--- src/rtl/rm_ihpsg13_bist_pkg.sv ---
// Shared types for the March C- BIST engine: FSM encoding and the per-element operation table.
package rm_ihpsg13_bist_pkg;

  localparam int unsigned NUM_ELEMS = 6;
  localparam int unsigned ELEM_W    = 3;
  localparam int unsigned ST_W      = 2;

  localparam logic [1:0] ST_IDLE  = 2'd0;
  localparam logic [1:0] ST_RUN   = 2'd1;
  localparam logic [1:0] ST_DRAIN = 2'd2;
  localparam logic [1:0] ST_DONE  = 2'd3;

  typedef struct packed {
    logic down;
    logic two_ops;
    logic op0_wr;
    logic op0_val;
    logic op1_wr;
    logic op1_val;
  } march_elem_t;

  // March C-: w0 | up(r0,w1) | up(r1,w0) | down(r0,w1) | down(r1,w0) | r0
  function automatic march_elem_t march_elem(input logic [ELEM_W-1:0] e);
    march_elem_t m;
    m = '0;
    case (e)
      3'd0:    m = '{down: 1'b0, two_ops: 1'b0, op0_wr: 1'b1, op0_val: 1'b0, op1_wr: 1'b0, op1_val: 1'b0};
      3'd1:    m = '{down: 1'b0, two_ops: 1'b1, op0_wr: 1'b0, op0_val: 1'b0, op1_wr: 1'b1, op1_val: 1'b1};
      3'd2:    m = '{down: 1'b0, two_ops: 1'b1, op0_wr: 1'b0, op0_val: 1'b1, op1_wr: 1'b1, op1_val: 1'b0};
      3'd3:    m = '{down: 1'b1, two_ops: 1'b1, op0_wr: 1'b0, op0_val: 1'b0, op1_wr: 1'b1, op1_val: 1'b1};
      3'd4:    m = '{down: 1'b1, two_ops: 1'b1, op0_wr: 1'b0, op0_val: 1'b1, op1_wr: 1'b1, op1_val: 1'b0};
      default: m = '{down: 1'b0, two_ops: 1'b0, op0_wr: 1'b0, op0_val: 1'b0, op1_wr: 1'b0, op1_val: 1'b0};
    endcase
    return m;
  endfunction

endpackage

--- src/rtl/rm_ihpsg13_march_bist_if.sv ---
// BIST port bundle: macro-side A_BIST_* signals plus the test-controller start/status handshake.
interface rm_ihpsg13_march_bist_if #(
  parameter int unsigned P_DATA_WIDTH = 8,
  parameter int unsigned P_ADDR_WIDTH = 9
);
  logic                    A_BIST_START;
  logic                    A_BIST_STOP_ON_FAIL;
  logic                    A_BIST_EN;
  logic                    A_BIST_MEN;
  logic                    A_BIST_WEN;
  logic                    A_BIST_REN;
  logic [P_ADDR_WIDTH-1:0] A_BIST_ADDR;
  logic [P_DATA_WIDTH-1:0] A_BIST_DIN;
  logic [P_DATA_WIDTH-1:0] A_BIST_BM;
  logic [P_DATA_WIDTH-1:0] A_BIST_DOUT;
  logic                    A_BIST_BUSY;
  logic                    A_BIST_DONE;
  logic                    A_BIST_FAIL;
  logic [P_ADDR_WIDTH-1:0] A_BIST_FAIL_ADDR;
  logic [2:0]              A_BIST_FAIL_ELEM;
  logic [P_DATA_WIDTH-1:0] A_BIST_FAIL_BITS;

  modport master (
    input  A_BIST_START, A_BIST_STOP_ON_FAIL, A_BIST_DOUT,
    output A_BIST_EN, A_BIST_MEN, A_BIST_WEN, A_BIST_REN, A_BIST_ADDR, A_BIST_DIN, A_BIST_BM,
    output A_BIST_BUSY, A_BIST_DONE, A_BIST_FAIL, A_BIST_FAIL_ADDR, A_BIST_FAIL_ELEM, A_BIST_FAIL_BITS
  );

  modport slave (
    output A_BIST_START, A_BIST_STOP_ON_FAIL, A_BIST_DOUT,
    input  A_BIST_EN, A_BIST_MEN, A_BIST_WEN, A_BIST_REN, A_BIST_ADDR, A_BIST_DIN, A_BIST_BM,
    input  A_BIST_BUSY, A_BIST_DONE, A_BIST_FAIL, A_BIST_FAIL_ADDR, A_BIST_FAIL_ELEM, A_BIST_FAIL_BITS
  );
endinterface

--- src/rtl/rm_ihpsg13_bist_cmp_pipe.sv ---
// Read-compare pipeline: delays issued-read context by the macro read latency, then
// compares against DOUT and keeps the sticky fail status.
module rm_ihpsg13_bist_cmp_pipe
  import rm_ihpsg13_bist_pkg::*;
#(
  parameter int unsigned P_DATA_WIDTH = 8,
  parameter int unsigned P_ADDR_WIDTH = 9,
  parameter int unsigned P_RD_LAT     = 1
) (
  input  logic                    clk,
  input  logic                    rst_n,
  input  logic                    clr,
  input  logic                    rd_vld,
  input  logic [P_DATA_WIDTH-1:0] rd_exp,
  input  logic [P_ADDR_WIDTH-1:0] rd_addr,
  input  logic [ELEM_W-1:0]       rd_elem,
  input  logic [P_DATA_WIDTH-1:0] dout,
  output logic                    mismatch_c,
  output logic                    fail,
  output logic [P_ADDR_WIDTH-1:0] fail_addr,
  output logic [ELEM_W-1:0]       fail_elem,
  output logic [P_DATA_WIDTH-1:0] fail_bits
);
  localparam int unsigned LAST = P_RD_LAT - 1;

  logic [P_RD_LAT-1:0]     vld_q;
  logic [P_DATA_WIDTH-1:0] exp_q  [P_RD_LAT];
  logic [P_ADDR_WIDTH-1:0] addr_q [P_RD_LAT];
  logic [ELEM_W-1:0]       elem_q [P_RD_LAT];
  logic [P_DATA_WIDTH-1:0] diff_c;

  // Context shift line, one stage per cycle of read latency
  always_ff @(posedge clk or negedge rst_n) begin
    if (!rst_n) begin
      vld_q <= '0;
      for (int i = 0; i < P_RD_LAT; i++) begin
        exp_q[i]  <= '0;
        addr_q[i] <= '0;
        elem_q[i] <= '0;
      end
    end else begin
      vld_q[0]  <= rd_vld;
      exp_q[0]  <= rd_exp;
      addr_q[0] <= rd_addr;
      elem_q[0] <= rd_elem;
      for (int i = 1; i < P_RD_LAT; i++) begin
        vld_q[i]  <= vld_q[i-1];
        exp_q[i]  <= exp_q[i-1];
        addr_q[i] <= addr_q[i-1];
        elem_q[i] <= elem_q[i-1];
      end
    end
  end

  always_comb begin
    diff_c     = vld_q[LAST] ? (dout ^ exp_q[LAST]) : '0;
    mismatch_c = |diff_c;
  end

  // Address/element are frozen at the first mismatch; the bit map keeps accumulating
  always_ff @(posedge clk or negedge rst_n) begin
    if (!rst_n) begin
      fail      <= 1'b0;
      fail_addr <= '0;
      fail_elem <= '0;
      fail_bits <= '0;
    end else if (clr) begin
      fail      <= 1'b0;
      fail_addr <= '0;
      fail_elem <= '0;
      fail_bits <= '0;
    end else if (mismatch_c) begin
      fail_bits <= fail_bits | diff_c;
      if (!fail) begin
        fail      <= 1'b1;
        fail_addr <= addr_q[LAST];
        fail_elem <= elem_q[LAST];
      end
    end
  end
endmodule

--- src/rtl/rm_ihpsg13_march_bist.sv ---
// March C- BIST engine for single-port SRAM macros: sequences the BIST port and reports
// pass/fail, first failing address/element and the accumulated failing-bit map.
module rm_ihpsg13_march_bist
  import rm_ihpsg13_bist_pkg::*;
#(
  parameter int unsigned P_DATA_WIDTH = 8,
  parameter int unsigned P_ADDR_WIDTH = 9,
  parameter int unsigned P_RD_LAT     = 1,
  parameter int unsigned P_CKBD       = 0
) (
  input logic                   A_BIST_CLK,
  input logic                   A_BIST_RST_N,
  rm_ihpsg13_march_bist_if.master bist
);
  localparam int unsigned CNT_W = (P_RD_LAT > 1) ? $clog2(P_RD_LAT) : 1;

  logic [ST_W-1:0]         state_q, nxt_state;
  logic [ELEM_W-1:0]       elem_q, nxt_elem;
  logic                    op_q, nxt_op;
  logic [P_ADDR_WIDTH-1:0] addr_q, nxt_addr;
  logic                    stop_q, nxt_stop;
  logic [CNT_W-1:0]        drain_q, nxt_drain;
  logic                    en_q, wen_q, ren_q, busy_q, done_q;
  logic                    nxt_en, nxt_wen, nxt_ren, nxt_busy, nxt_done;
  logic [P_DATA_WIDTH-1:0] din_q, bm_q, exp_q, nxt_din, nxt_bm, nxt_exp;
  logic                    start_c, elem_adv_c, last_op_c, term_c, nxt_wr_c, nxt_val_c, mismatch_c;
  march_elem_t             cur_c, nm_c;

  // Solid background, or checkerboard alternating by bit index and address LSB
  function automatic logic [P_DATA_WIDTH-1:0] bg_word(input logic b, input logic a0);
    logic [P_DATA_WIDTH-1:0] w;
    for (int i = 0; i < P_DATA_WIDTH; i++)
      w[i] = (P_CKBD != 0) ? (b ^ a0 ^ i[0]) : b;
    return w;
  endfunction

  always_ff @(posedge A_BIST_CLK or negedge A_BIST_RST_N) begin
    if (!A_BIST_RST_N) begin
      state_q <= ST_IDLE;
      elem_q  <= '0;
      op_q    <= 1'b0;
      addr_q  <= '0;
      stop_q  <= 1'b0;
      drain_q <= '0;
      en_q    <= 1'b0;
      wen_q   <= 1'b0;
      ren_q   <= 1'b0;
      busy_q  <= 1'b0;
      done_q  <= 1'b0;
      din_q   <= '0;
      bm_q    <= '0;
      exp_q   <= '0;
    end else begin
      state_q <= nxt_state;
      elem_q  <= nxt_elem;
      op_q    <= nxt_op;
      addr_q  <= nxt_addr;
      stop_q  <= nxt_stop;
      drain_q <= nxt_drain;
      en_q    <= nxt_en;
      wen_q   <= nxt_wen;
      ren_q   <= nxt_ren;
      busy_q  <= nxt_busy;
      done_q  <= nxt_done;
      din_q   <= nxt_din;
      bm_q    <= nxt_bm;
      exp_q   <= nxt_exp;
    end
  end

  always_comb begin
    nxt_state  = state_q;
    nxt_elem   = elem_q;
    nxt_op     = op_q;
    nxt_addr   = addr_q;
    nxt_stop   = stop_q;
    nxt_drain  = drain_q;
    start_c    = 1'b0;
    elem_adv_c = 1'b0;
    cur_c      = march_elem(elem_q);
    last_op_c  = !cur_c.two_ops || op_q;
    term_c     = cur_c.down ? (addr_q == '0) : (addr_q == '1);

    case (state_q)
      ST_IDLE, ST_DONE: begin
        if (bist.A_BIST_START) begin
          start_c   = 1'b1;
          nxt_state = ST_RUN;
          nxt_elem  = '0;
          nxt_op    = 1'b0;
          nxt_addr  = '0;
          nxt_stop  = bist.A_BIST_STOP_ON_FAIL;
        end
      end
      ST_RUN: begin
        if (stop_q && mismatch_c) begin
          nxt_state = ST_DRAIN;
          nxt_drain = '0;
        end else if (!last_op_c) begin
          nxt_op = 1'b1;
        end else if (!term_c) begin
          nxt_op   = 1'b0;
          nxt_addr = cur_c.down ? (addr_q - P_ADDR_WIDTH'(1)) : (addr_q + P_ADDR_WIDTH'(1));
        end else if (elem_q == ELEM_W'(NUM_ELEMS - 1)) begin
          nxt_state = ST_DRAIN;
          nxt_drain = '0;
        end else begin
          nxt_elem   = elem_q + ELEM_W'(1);
          nxt_op     = 1'b0;
          elem_adv_c = 1'b1;
        end
      end
      ST_DRAIN: begin
        if (drain_q == CNT_W'(P_RD_LAT - 1)) nxt_state = ST_DONE;
        else                                 nxt_drain = drain_q + CNT_W'(1);
      end
      default: nxt_state = ST_IDLE;
    endcase

    // Registered outputs are derived from the next operation
    nm_c = march_elem(nxt_elem);
    if (elem_adv_c) nxt_addr = nm_c.down ? '1 : '0;
    nxt_wr_c  = nxt_op ? nm_c.op1_wr  : nm_c.op0_wr;
    nxt_val_c = nxt_op ? nm_c.op1_val : nm_c.op0_val;
    nxt_exp   = bg_word(nxt_val_c, nxt_addr[0]);
    nxt_en    = (nxt_state == ST_RUN) || (nxt_state == ST_DRAIN);
    nxt_busy  = nxt_en;
    nxt_done  = (nxt_state == ST_DONE);
    nxt_wen   = (nxt_state == ST_RUN) && nxt_wr_c;
    nxt_ren   = (nxt_state == ST_RUN) && !nxt_wr_c;
    nxt_din   = nxt_wen ? nxt_exp : '0;
    nxt_bm    = nxt_wen ? '1 : '0;
  end

  rm_ihpsg13_bist_cmp_pipe #(
    .P_DATA_WIDTH (P_DATA_WIDTH),
    .P_ADDR_WIDTH (P_ADDR_WIDTH),
    .P_RD_LAT     (P_RD_LAT)
  ) u_cmp_pipe (
    .clk        (A_BIST_CLK),
    .rst_n      (A_BIST_RST_N),
    .clr        (start_c),
    .rd_vld     (ren_q),
    .rd_exp     (exp_q),
    .rd_addr    (addr_q),
    .rd_elem    (elem_q),
    .dout       (bist.A_BIST_DOUT),
    .mismatch_c (mismatch_c),
    .fail       (bist.A_BIST_FAIL),
    .fail_addr  (bist.A_BIST_FAIL_ADDR),
    .fail_elem  (bist.A_BIST_FAIL_ELEM),
    .fail_bits  (bist.A_BIST_FAIL_BITS)
  );

  assign bist.A_BIST_EN   = en_q;
  assign bist.A_BIST_MEN  = en_q;
  assign bist.A_BIST_WEN  = wen_q;
  assign bist.A_BIST_REN  = ren_q;
  assign bist.A_BIST_ADDR = addr_q;
  assign bist.A_BIST_DIN  = din_q;
  assign bist.A_BIST_BM   = bm_q;
  assign bist.A_BIST_BUSY = busy_q;
  assign bist.A_BIST_DONE = done_q;
endmodule
--- src/flat_wrapper.sv ---
// flat-port wrapper written by rule: the top's interface ports become plain ports
module rm_ihpsg13_march_bist_flat import rm_ihpsg13_bist_pkg::*;
#(
  parameter int unsigned P_DATA_WIDTH = 8,
  parameter int unsigned P_ADDR_WIDTH = 9,
  parameter int unsigned P_RD_LAT     = 1,
  parameter int unsigned P_CKBD       = 0
)
  (A_BIST_CLK, A_BIST_RST_N, bist_A_BIST_START, bist_A_BIST_STOP_ON_FAIL, bist_A_BIST_DOUT, bist_A_BIST_EN, bist_A_BIST_MEN, bist_A_BIST_WEN, bist_A_BIST_REN, bist_A_BIST_ADDR, bist_A_BIST_DIN, bist_A_BIST_BM, bist_A_BIST_BUSY, bist_A_BIST_DONE, bist_A_BIST_FAIL, bist_A_BIST_FAIL_ADDR, bist_A_BIST_FAIL_ELEM, bist_A_BIST_FAIL_BITS);
  rm_ihpsg13_march_bist_if #(.P_DATA_WIDTH(P_DATA_WIDTH), .P_ADDR_WIDTH(P_ADDR_WIDTH)) bist_i ();
  input logic A_BIST_CLK;
  input logic A_BIST_RST_N;
  input wire logic [$bits(bist_i.A_BIST_START)-1:0] bist_A_BIST_START;
  input wire logic [$bits(bist_i.A_BIST_STOP_ON_FAIL)-1:0] bist_A_BIST_STOP_ON_FAIL;
  input wire logic [$bits(bist_i.A_BIST_DOUT)-1:0] bist_A_BIST_DOUT;
  output wire logic [$bits(bist_i.A_BIST_EN)-1:0] bist_A_BIST_EN;
  output wire logic [$bits(bist_i.A_BIST_MEN)-1:0] bist_A_BIST_MEN;
  output wire logic [$bits(bist_i.A_BIST_WEN)-1:0] bist_A_BIST_WEN;
  output wire logic [$bits(bist_i.A_BIST_REN)-1:0] bist_A_BIST_REN;
  output wire logic [$bits(bist_i.A_BIST_ADDR)-1:0] bist_A_BIST_ADDR;
  output wire logic [$bits(bist_i.A_BIST_DIN)-1:0] bist_A_BIST_DIN;
  output wire logic [$bits(bist_i.A_BIST_BM)-1:0] bist_A_BIST_BM;
  output wire logic [$bits(bist_i.A_BIST_BUSY)-1:0] bist_A_BIST_BUSY;
  output wire logic [$bits(bist_i.A_BIST_DONE)-1:0] bist_A_BIST_DONE;
  output wire logic [$bits(bist_i.A_BIST_FAIL)-1:0] bist_A_BIST_FAIL;
  output wire logic [$bits(bist_i.A_BIST_FAIL_ADDR)-1:0] bist_A_BIST_FAIL_ADDR;
  output wire logic [$bits(bist_i.A_BIST_FAIL_ELEM)-1:0] bist_A_BIST_FAIL_ELEM;
  output wire logic [$bits(bist_i.A_BIST_FAIL_BITS)-1:0] bist_A_BIST_FAIL_BITS;
  assign bist_i.A_BIST_START = bist_A_BIST_START;
  assign bist_i.A_BIST_STOP_ON_FAIL = bist_A_BIST_STOP_ON_FAIL;
  assign bist_i.A_BIST_DOUT = bist_A_BIST_DOUT;
  assign bist_A_BIST_EN = bist_i.A_BIST_EN;
  assign bist_A_BIST_MEN = bist_i.A_BIST_MEN;
  assign bist_A_BIST_WEN = bist_i.A_BIST_WEN;
  assign bist_A_BIST_REN = bist_i.A_BIST_REN;
  assign bist_A_BIST_ADDR = bist_i.A_BIST_ADDR;
  assign bist_A_BIST_DIN = bist_i.A_BIST_DIN;
  assign bist_A_BIST_BM = bist_i.A_BIST_BM;
  assign bist_A_BIST_BUSY = bist_i.A_BIST_BUSY;
  assign bist_A_BIST_DONE = bist_i.A_BIST_DONE;
  assign bist_A_BIST_FAIL = bist_i.A_BIST_FAIL;
  assign bist_A_BIST_FAIL_ADDR = bist_i.A_BIST_FAIL_ADDR;
  assign bist_A_BIST_FAIL_ELEM = bist_i.A_BIST_FAIL_ELEM;
  assign bist_A_BIST_FAIL_BITS = bist_i.A_BIST_FAIL_BITS;
  rm_ihpsg13_march_bist #(.P_DATA_WIDTH(P_DATA_WIDTH), .P_ADDR_WIDTH(P_ADDR_WIDTH), .P_RD_LAT(P_RD_LAT), .P_CKBD(P_CKBD)) u_core (.A_BIST_CLK(A_BIST_CLK), .A_BIST_RST_N(A_BIST_RST_N), .bist(bist_i));
endmodule
--- config.mk ---
export PLATFORM = sky130hd
export DESIGN_NAME = rm_ihpsg13_march_bist_flat
export DESIGN_NICKNAME = d
export VERILOG_FILES = /design/src/rtl/rm_ihpsg13_bist_pkg.sv /design/src/rtl/rm_ihpsg13_march_bist_if.sv /design/src/rtl/rm_ihpsg13_bist_cmp_pipe.sv /design/src/rtl/rm_ihpsg13_march_bist.sv /design/src/flat_wrapper.sv
export SDC_FILE = /design/constraint.sdc
export NUM_CORES = 1
export LEC_CHECK = 0
export BUFFER_PORTS_ARGS = -buffer_cell sky130_fd_sc_hd__buf_2
export CAP_MARGIN = 15
export CORE_ASPECT_RATIO = 1.1
export CORE_MARGIN = 2
export CORE_UTILIZATION = 50
export DETAILED_ROUTE_END_ITERATION = 7
export GPL_ROUTABILITY_DRIVEN = 0
export PLACE_DENSITY = 0.85
export SYNTH_ARGS = -nofsm -noshare
export SYNTH_HDL_FRONTEND = slang
export SYNTH_SLANG_ARGS = --single-unit
--- constraint.sdc ---
create_clock -name A_BIST_CLK -period 3.3 [get_ports A_BIST_CLK]
set_input_delay 0.66 -clock A_BIST_CLK [delete_from_list [all_inputs] [get_ports A_BIST_CLK]]
set_output_delay 0.66 -clock A_BIST_CLK [all_outputs]
set_load 0.02 [all_outputs]
==> flow_summary_export.csv <==
group,metric,value,unit
worst_setup_path,worst_setup_path_category,"reg2reg",
sta,hold_viol_final,0,
worst_setup_path,critPathArrivalTime,3.41,ns
layout,final_cell_area,3480,um2
cts,clk-insertion-delay-late,0.34,ns
route,vias_per_cell,5.50,
global_route,first_global_vias,2164,
synth,synth-warning-count,0,
route,route.antenna.remaining_nets,0,
worst_setup_path,worst_ep_required,3.52,ns
synth,synth-async-reset-ratio,100,%
synth,yosys.cell_types.count,48,
worst_setup_path,timing.rr.start,"u_core.elem_q[0]",
worst_setup_path,crit_path_max_fanout,11,
sta,clock_skew,0.00629,ns
min_path,hold_removal_path_class,"in2async",
synth,post_syn_instances,298,
pwr,total_power,2890,uW
synth,post_synth_main_area_contributors,"sky130_fd_sc_hd__dfrtp_1, sky130_fd_sc_hd__ha_1, sky130_fd_sc_hd__nor2_1",
sta,max_clock_freq,313,MHz
cts,h-tree-depth,3,
pwr,p_leak,0.00184,uW
synth,synth.avg_cell_area,10.1,um2
synth,synth_top_area_share,47.6,%
place,dpl.cell_count,412,
synth,synth.ff_latch_count,57,
floorplanning,core-area,5770,um2
global_route,gr-usage-all-layers,19.7,%
synth,yosysSeqAreaShare,47.6,%
sta,tightestPinTransition,0.916,ns
route,routed_wl,6.35,mm
sta,setup_viol,0,
route,vias,2359,
place,detailed_place.area,3250,um2
layout,final_net_count,375,
layout,layout_common_cells,"sky130_fd_sc_hd__buf_2, sky130_fd_sc_hd__dfrtp_1, sky130_fd_sc_hd__nor2_1",
route,drtPass1Iterations,5,
floorplanning,vertical_die_dimension,85.2,um
pwr,power.density_cell_area,831,nW/um2
sta,finalWorstPathRequiredPeriod,3.19,ns
cts,holdBufCountCts,0,
synth,synth_fp_nets,326,
layout,final_common_cell,"sky130_fd_sc_hd__buf_2",
cts,cts.repair.resized,0,
cts,num_clock_sinks,57,
layout,cell_count_final_fillers_out,429,
floorplanning,floorplan.initialDensity,52.0,%
route,detailroute.wirelength.met3,372,um
synth,synth_enable_flop_cells,0,
cts,cts_setup_buffers,0,
layout,layout_cells_sized_above_1,26.1,%
synth,post-synth-top-area-cell,"sky130_fd_sc_hd__dfrtp_1",
place,post-dp-hpwl,4.25,mm
worst_setup_path,worst_r2r_path_depth,9,
global_route,total_grt_overflow,0,
layout,flow.area_growth_from_synthesis,16.2,%
cts,cts_buffers,9,
outcome,run_status,"finished clean",
route,drt_iter0_drc,166,
synth,synth.cell_area,3000,um2
place,portBuffers,63,
run,maxCapViolCount,0,
cts,cts_tree,"yes",
floorplanning,floorplan.die.width,77.8,um
route,wirelength_met1,2.65,mm
global_route,grt_first_pass_wirelength,10.1,mm
sta,number_of_max_slew_violations_in_the_final_report,0,
synth,synth-main-ff-cell,"sky130_fd_sc_hd__dfrtp_1",
sta,final_min_period_over_clock_period,96.7,%
route,drc,0,
worst_setup_path,r2r_end,"u_core.bist.A_BIST_ADDR[8]",
cts,register_clock_pin_slew_on_the_reported_worst_setup_and_hold_paths,0.06,ns
global_route,number_of_antenna_violations_at_the_first_check_in_global_routing,0,
route,avgRoutedWirePerCell,14.8,um
pwr,ir_worst_vdd,0.501,mV
cts,clk_root_buffer_cell,"sky130_fd_sc_hd__clkbuf_8",
sta,max-slew-margin-rel,38.9,%
global_route,pin_count_of_the_biggest_net_entering_global_routing,50,
layout,antenna-diode-count,0,
cts,max-clock-path-buffers,2,
floorplanning,floorplan.rows,29,
route,met2_wirelength_from_detailed_routing,3.13,mm
worst_setup_path,critical_path.startpoint_type,"register",
floorplanning,boundaryPins,64,
route,highest-signal-layer,"met4",
worst_setup_path,crit_path_capture_type,"register",
floorplanning,die-area,6630,um2
worst_setup_path,reg2reg_slack,0.11,ns
[layout make-up]
type                    count  area [um2]
clock buffers              14         173
clock inverters             2        35.0
well taps                  77        96.3
fillers                   440        2290
inverters                  10        37.5
repair buffers             65         330
flip-flops and latches     57        1430
multi-input cells         204        1380
[cells in the mapped netlist, types with 2 or more instances]
cell	count
sky130_fd_sc_hd__dfrtp_1	57
sky130_fd_sc_hd__nor2_1	38
sky130_fd_sc_hd__a21oi_1	27
sky130_fd_sc_hd__nand2_1	27
sky130_fd_sc_hd__buf_4	17
sky130_fd_sc_hd__ha_1	15
sky130_fd_sc_hd__mux2i_1	14
sky130_fd_sc_hd__xor2_1	13
sky130_fd_sc_hd__nor3_1	11
sky130_fd_sc_hd__inv_1	10
sky130_fd_sc_hd__clkbuf_1	7
sky130_fd_sc_hd__o21ai_0	6
sky130_fd_sc_hd__nand4_1	4
sky130_fd_sc_hd__nor2b_1	4
sky130_fd_sc_hd__a211oi_1	3
sky130_fd_sc_hd__a21o_1	3
sky130_fd_sc_hd__a31oi_1	3
sky130_fd_sc_hd__xnor2_1	3
sky130_fd_sc_hd__and2_1	2
sky130_fd_sc_hd__buf_2	2
sky130_fd_sc_hd__nand3_1	2
sky130_fd_sc_hd__nor3b_1	2
sky130_fd_sc_hd__nor4_1	2
sky130_fd_sc_hd__or4_1	2
[where the power goes]
| part | internal (uW) | leakage, uW | switching (uW) | total (uW) |
|---|---|---|---|---|
| clock network | 410 | 0.000107 | 267 | 677 |
| registers | 861 | 0.000777 | 155 | 1020 |
| logic | 408 | 0.000961 | 791 | 1200 |
[registers in the layout, indices dropped and copies added (netlist names), 2 cells and up]
register,flops
u_core.u_cmp_pipe.elem_q,3
u_core.u_cmp_pipe.fail_addr,9
u_core.elem_q,3
u_core.bist.A_BIST_ADDR,9
u_core.u_cmp_pipe.fail_bits,8
u_core.u_cmp_pipe.fail_elem,3
u_core.state_q,2
u_core.u_cmp_pipe.addr_q,9
[per-stage QoR]
stage,utilization (%),setup TNS [ns],hold WS (ns),setup WS [ns]
after floorplan,-,0,0.331,0.394
after global placement,56.3,0,0.336,0.235
after detailed placement,56.3,0,0.337,0.101
after CTS,59.9,0,0.162,0.0695
after global routing,60.4,-0.000288,0.167,-0.000288
final,60.4,0,0.161,0.110
[per-layer routing]
layer / track usage (%) / vias to the layer above
met5: 0 / -
met4: 12.5 / 0
met3: 4.79 / 18
met2: 29.9 / 88
met1: 25.3 / 1138
li1: - / 1115
[how the worst max path moves through the flow]
stage,startpoint,endpoint,slack (ns)
finish,u_core.elem_q[0],u_core.bist.A_BIST_ADDR[8],0.11
global route,u_core.elem_q[0],u_core.bist.A_BIST_ADDR[8],-0.0003
CTS,u_core.elem_q[0],u_core.bist.A_BIST_ADDR[8],0.07
detailed placement,u_core.elem_q[0],u_core.bist.A_BIST_ADDR[8],0.10
global placement,u_core.elem_q[0],u_core.bist.A_BIST_ADDR[8],0.23
floorplan,u_core.elem_q[0],u_core.bist.A_BIST_ADDR[8],0.39
[logic make-up after synthesis]
| group | count (synthesis) | synth area share [%] |
|---|---|---|
| AOI/OAI and AO/OA | 55 | 12.6 |
| xor gates and xnor gates | 16 | 4.67 |
| muxes | 15 | 5.17 |
| DFF | 57 | 47.6 |
| buffers and inverters | 38 | 7.22 |
| adders and majority gates | 16 | 6.93 |
| and+or+nand+nor | 101 | 15.8 |
[worst max-delay path, stage by stage, from the launching register on]
cell                       delay (ns)
sky130_fd_sc_hd__dfrtp_2         0.45
sky130_fd_sc_hd__ha_1            0.27
sky130_fd_sc_hd__mux2_4          0.37
sky130_fd_sc_hd__or4_4           0.60
sky130_fd_sc_hd__a221oi_4        0.36
sky130_fd_sc_hd__a211oi_1        0.12
sky130_fd_sc_hd__a221o_1         0.31
sky130_fd_sc_hd__and3_4          0.21
sky130_fd_sc_hd__o211ai_4        0.26
sky130_fd_sc_hd__nand3_2         0.11
(Power assumes the default switching activity.)
